[config.mk]
export PLATFORM = sky130hd
export DESIGN_NAME = frac_lut_cfg
export DESIGN_NICKNAME = d
export VERILOG_FILES = /design/src/rtl/frac_lut_cfg_pkg.sv /design/src/rtl/frac_lut_cfg_shift_chain.sv /design/src/rtl/frac_lut_cfg.sv
export SDC_FILE = /design/constraint.sdc
export NUM_CORES = 1
export LEC_CHECK = 0
export CAP_MARGIN = 25
export CORE_MARGIN = 4
export CORE_UTILIZATION = 60
export DETAILED_ROUTE_END_ITERATION = 16
export PLACE_DENSITY = 0.81
export SYNTH_ARGS = -nofsm -noshare
export SYNTH_HDL_FRONTEND = slang
export SYNTH_HIERARCHICAL = 1
export SYNTH_SLANG_ARGS = --single-unit
[constraint.sdc]
create_clock -name clk -period 3.7 [get_ports clk]
set_clock_uncertainty 0.05 [all_clocks]
set_input_delay 0.925 -clock clk [delete_from_list [all_inputs] [get_ports clk]]
set_output_delay 0.925 -clock clk [all_outputs]
set_load 0.03 [all_outputs]
[src/rtl/frac_lut_cfg_pkg.sv]
// Shared definitions for the fracturable configurable LUT.
//  - Control-bit offsets above the truth table inside the config register.
//  - Lookup mode encoding.
//  - Helpers deriving the config register length and full-load shift count.
package frac_lut_cfg_pkg;

  // Control bits sit directly above the truth table: cfg[MEM_SIZE + offset].
  localparam int unsigned FRAC_BIT   = 0;
  localparam int unsigned REG_EN_BIT = 1;
  localparam int unsigned CTRL_BITS  = 2;

  typedef enum logic {
    MODE_FULL = 1'b0,  // one k-input LUT
    MODE_FRAC = 1'b1   // two (k-1)-input LUTs sharing the low inputs
  } lut_mode_e;

  // Table plus control bits, rounded up to a whole number of chain words.
  function automatic int unsigned cfg_len_f(input int unsigned mem_size,
                                            input int unsigned cw);
    return ((mem_size + CTRL_BITS + cw - 1) / cw) * cw;
  endfunction

  function automatic int unsigned load_cycles_f(input int unsigned mem_size,
                                                input int unsigned cw);
    return cfg_len_f(mem_size, cw) / cw;
  endfunction

endpackage

[src/rtl/frac_lut_cfg_shift_chain.sv]
// cfg_shift_chain: configuration shift register with a saturating load counter.
// Ports:
//  clk, rst      clock, synchronous active-high reset
//  config_en     shift enable
//  config_in     CONFIG_WIDTH-bit chain input (enters at the bottom)
//  cfg_reg       full configuration register contents
//  config_out    top CONFIG_WIDTH bits of cfg_reg (chain output, no extra stage)
//  config_done   high once LOAD_CYCLES shifts have happened since reset
module cfg_shift_chain #(
  parameter int unsigned CFG_LEN      = 34,
  parameter int unsigned CONFIG_WIDTH = 1
) (
  input  logic                    clk,
  input  logic                    rst,
  input  logic                    config_en,
  input  logic [CONFIG_WIDTH-1:0] config_in,
  output logic [CFG_LEN-1:0]      cfg_reg,
  output logic [CONFIG_WIDTH-1:0] config_out,
  output logic                    config_done
);

  localparam int unsigned LOAD_CYCLES = CFG_LEN / CONFIG_WIDTH;
  localparam int unsigned CNT_W       = $clog2(LOAD_CYCLES + 1);
  localparam logic [CNT_W-1:0] CNT_MAX = CNT_W'(LOAD_CYCLES);

  logic [CNT_W-1:0]   count;
  logic [CFG_LEN-1:0] cfg_next;

  generate
    if (CFG_LEN > CONFIG_WIDTH) begin : g_shift
      assign cfg_next = {cfg_reg[CFG_LEN-CONFIG_WIDTH-1:0], config_in};
    end else begin : g_single_word
      assign cfg_next = config_in;
    end
  endgenerate

  // Shifting continues after saturation so downstream instances keep loading.
  always_ff @(posedge clk) begin
    if (rst) begin
      cfg_reg <= '0;
      count   <= '0;
    end else if (config_en) begin
      cfg_reg <= cfg_next;
      if (count != CNT_MAX) count <= count + CNT_W'(1);
    end
  end

  assign config_out  = cfg_reg[CFG_LEN-1 -: CONFIG_WIDTH];
  assign config_done = (count == CNT_MAX);

endmodule

[src/rtl/frac_lut_cfg.sv]
// frac_lut_cfg: fracturable LUT with a shift-chain-loaded truth table and an
// optional output register.
// Ports:
//  clk, rst      clock, synchronous active-high reset
//  config_en     config chain shift enable
//  config_in     chain input from the previous LUT / CLB loader
//  config_out    chain output to the next LUT
//  config_done   full load completed
//  addr          LUT inputs
//  out           out[0] main / low-half result, out[1] high-half result (frac mode)
module frac_lut_cfg
  import frac_lut_cfg_pkg::*;
#(
  parameter int unsigned INPUTS       = 5,
  parameter int unsigned CONFIG_WIDTH = 1
) (
  input  logic                    clk,
  input  logic                    rst,
  input  logic                    config_en,
  input  logic [CONFIG_WIDTH-1:0] config_in,
  output logic [CONFIG_WIDTH-1:0] config_out,
  output logic                    config_done,
  input  logic [INPUTS-1:0]       addr,
  output logic [1:0]              out
);

  localparam int unsigned MEM_SIZE = 2 ** INPUTS;
  localparam int unsigned CFG_LEN  = cfg_len_f(MEM_SIZE, CONFIG_WIDTH);

  logic [CFG_LEN-1:0]  cfg_reg;
  logic [MEM_SIZE-1:0] lut_tbl;
  lut_mode_e           mode;
  logic                reg_en;
  logic                gate;
  logic [INPUTS-1:0]   lo_idx;
  logic [INPUTS-1:0]   hi_idx;
  logic [1:0]          r;
  logic [1:0]          out_q;

  cfg_shift_chain #(
    .CFG_LEN      (CFG_LEN),
    .CONFIG_WIDTH (CONFIG_WIDTH)
  ) u_chain (
    .clk         (clk),
    .rst         (rst),
    .config_en   (config_en),
    .config_in   (config_in),
    .cfg_reg     (cfg_reg),
    .config_out  (config_out),
    .config_done (config_done)
  );

  assign lut_tbl = cfg_reg[MEM_SIZE-1:0];
  assign mode    = lut_mode_e'(cfg_reg[MEM_SIZE + FRAC_BIT]);
  assign reg_en  = cfg_reg[MEM_SIZE + REG_EN_BIT];

  // Padding bits only travel along the chain; they carry no function here.
  generate
    if (CFG_LEN > MEM_SIZE + CTRL_BITS) begin : g_pad
      logic pad_unused;
      assign pad_unused = ^cfg_reg[CFG_LEN-1:MEM_SIZE+CTRL_BITS];
    end
  endgenerate

  // Outputs stay quiet while loading or before a complete load.
  assign gate   = config_en | ~config_done;
  assign lo_idx = {1'b0, addr[INPUTS-2:0]};
  assign hi_idx = {1'b1, addr[INPUTS-2:0]};

  always_comb begin
    r = '0;
    if (!gate) begin
      unique case (mode)
        MODE_FULL: r[0] = lut_tbl[addr];
        MODE_FRAC: begin
          r[0] = lut_tbl[lo_idx];
          r[1] = lut_tbl[hi_idx];
        end
        default: r = '0;
      endcase
    end
  end

  always_ff @(posedge clk) begin
    if (rst || config_en) out_q <= '0;
    else                  out_q <= r;
  end

  assign out = reg_en ? out_q : r;

endmodule

==> results.md <==
- Status: finished clean
- Critical path, cell by cell: clkdlybuf4s50_1 > mux4_2 > mux2i_1 > mux2i_1 > nand3_1 > o21ai_0 > buf_2
- Routed Antenna Nets: 0
- Crit Reg-Reg Startpoint: u_chain/count[0]
- Post-DP HPWL: 2627 um
- Drt initial violations: 81
- I/O pins: 13
- Maximum VDD drop: between 0.0002 and 0.00025 V
- Crit path required time: approximately 2.7 ns
- Tightest Hold Check Type: reg2reg
- Post-CTS Hold Buffers: 0
- Final Hold Vio Count: 0
- Post-layout worst setup margin: around 0.15 ns
- Overall power: ~740 uW
- CP peak stage delay: approximately 0.57 ns
- Slowest CP cell: clkdlybuf4s50_1
- Syn Area/Cell: around 10 sq um
- Most common cell after layout, fill and taps aside: dfxtp_1
- Slew @ Worst Pin: about 0.41 ns
- Row Count: 20
- Switching power of the nets: around 170 uW
- Final instance area: around 2200 sq um
- Fin crit share: 0.9605
- Chip Height: 64.63 um
- Worst-Skew Late Latency: about 0.34 ns
- CTS H-tree lvls: 2
- Core area: roughly 3000 sq um
- Max_slew headroom: 0.7175
- Worst setup EP type: primary output
- CTS max path bufs: 2
- Clock power share: 0.275
- Top cell type's share of synthesized area: 0.4369
- Clock root buffer: clkbuf_4
- Largest register FFs: 34
- CTS clock-pin slew for the worst setup and hold paths: around 0.11 ns
- Initial antenna violation count: 0
- Most frequent CP cell: mux2i_1
- Slew Viols, Final: 0
- Worst Hold Launch: u_chain/count[5]
- Most frequent cells in the layout: dfxtp_1, nor2_1, mux2i_1
- Routed len/inst: between 10 and 15 um
- Horiz. Die Dim: roughly 65 um
- Die ar.: 4177 sq um
- Final-report setup violation count: 0
- Layout cells sized above 1: 0.1650
- Share of power burned in registers: 0.627
- Synthesis-to-layout area growth: 12.42%
- Largest net degree at the start of global routing: 43
- Critical path class: in2out
- RR Endpoint: out_q[0]
- Fin crit period: roughly 3.6 ns
- Vias after detailed routing: between 1,000 and 1,500
- Pint: around 560 uW
- Fin nets: approximately 220
- Hold Path Depth: 2
- Post-synth top area cell: dfxtp_1
- Worst setup SP type: primary input
- Cell Area, Placed: 2121 sq um
- Unrepaired setup endpoints after global routing: false
- Comb pwr share: 0.098
- Crit path DAT: 2.58 ns
- Synthesized area: roughly 1900 sq um
- Initial Utilization: 0.6303
- Gr usage total: 0.1911
- Min-Delay Endpoint: u_chain/count[5]
- Reg2reg setup slack: ~1.7 ns
- Sw frac: 0.2365
- Via density: 5.644
- Hold_ws: roughly 0.46 ns
- Post-synthesis cell count: about 190
- TritonCTS clock tree: built
- Iteration count of the initial detailed-routing pass: 4
- First-pass GRT wire length: 6244 um
- Worst Reg2Reg Path Length in Cells: 9
- Pre-CTS WS: -0.6889 ns
- CTS Buf Count: 5
- Post-CTS Setup Inserts: 0
- Total Wirelength: 3542 um
- FMAX: roughly 0.28 GHz
- Top post-synthesis cells by area: dfxtp_1, mux2i_1, nor2_1
- Max-capacitance violation count: 0
- CTS sink cnt: 42
- Yosys reg bits: 42
- Leakage power: just over 0.9 nW
- Seq/Total Area, Yosys: 0.4369
- # DRC: 0
- CP Max Fanout: 3
- CP top delay family: buffers and inverters
- Post-synthesis net count: 198
- Gr ovfl total: 0
- Diode count: 0
- Yosys warns: 6
- Vias in the first global route: about 1,400
- Routability cong.: around 0.78
- Worst path bufs/invs: 2
- Post-synth cell types: 36
- Pwr Density: between 300 and 400 nW/um^2
- Port Buffers: 12
-- synthesized netlist by cell type --
library cell and number:
a2111oi_0 1, a21o_1 1, a21oi_1 3, a31oi_1 1
and2b_4 1, buf_1 3, buf_2 6, buf_4 1
buf_6 1, clkbuf_1 1, dfxtp_1 42, ha_1 2
inv_1 4, mux2_2 2, mux2i_1 38, mux4_1 1
mux4_2 5, nand2_1 7, nand2b_1 3, nand3_1 4
nand4_1 2, nor2_1 39, nor2b_1 2, nor3b_1 2
nor4b_2 1, o2111ai_1 1, o21a_1 1, o21ai_0 2
o21ai_1 1, o221a_1 1, o22ai_2 1, o311ai_0 2
o32ai_2 1, or3_1 1, or3b_4 1, xor2_1 2
-- worst max path at each step --
stage | from | endpoint | slack (ns) | cells past startpoint
2_1_floorplan | u_chain/count[0] | out[0] | 0.21 | 9
6_report | addr[3] | out[1] | 0.15 | 7
3_5_place_dp | addr[0] | out[0] | -0.69 | 8
5_1_grt | addr[0] | out[0] | 0.007 | 8
4_1_cts | addr[2] | out[0] | 0.02 | 7
3_3_place_gp | addr[0] | out[0] | -0.59 | 8
-- metal layers --
layer | GRT usage | routed length [um] | vias up
met5 | 0 | 0 | -
met4 | 0.04749 | 35 | 0
met3 | 0.06932 | 162 | 5
met2 | 0.3338 | 1784 | 23
met1 | 0.2215 | 1560 | 688
li1 | - | - | 695
-- power groups by stage --
stage               Sequential [mW]  Clock, mW  Combinational, mW
floorplan                     0.472          0             0.0493
global placement              0.473          0             0.0691
detailed placement            0.473          0             0.0724
CTS                           0.463      0.212             0.0723
global route                  0.465      0.233             0.0794
finish                        0.463      0.204             0.0725
-- logic make-up after synthesis --
family / after synthesis / synth area share
mux: 46 / 0.2815
buf+inv: 16 / 0.04096
simple gates: 63 / 0.1528
fa+ha+maj: 2 / 0.01300
flops: 42 / 0.4369
compound gates: 16 / 0.06567
xor+xnor: 2 / 0.009104
-- layout make-up --
| type | count | area [sq um] |
|---|---|---|
| multi-input combinational | 129 | 1012 |
| clock buffer | 7 | 45.04 |
| timing repair buffer | 24 | 195.2 |
| sequential | 42 | 840.8 |
| fill | 252 | 889.6 |
| inverter | 4 | 15.01 |
| tap | 44 | 55.05 |
-- tightest hold or removal path: cells and delay by family, from the launching register on --
kind,cells,cell delay (ns)
flops,1,0.34
compound gates,2,0.13
-- stage by stage --
step	util	cells	setup TNS [ns]
floorplan	-	187	0
global placement	0.6947	243	-1.134
detailed placement	0.6947	243	-1.360
CTS	0.7102	250	0
global route	0.7086	250	0
finish	0.7086	250	0
-- what timing repair did --
action | CTS | global route
endpoints found under the setup margin | 2 | 2
pin swaps | 0 | 1
gates resized for setup | 12 | 6
gates cloned | 0 | 0
Note: power is estimated with default switching activity, not from simulation.
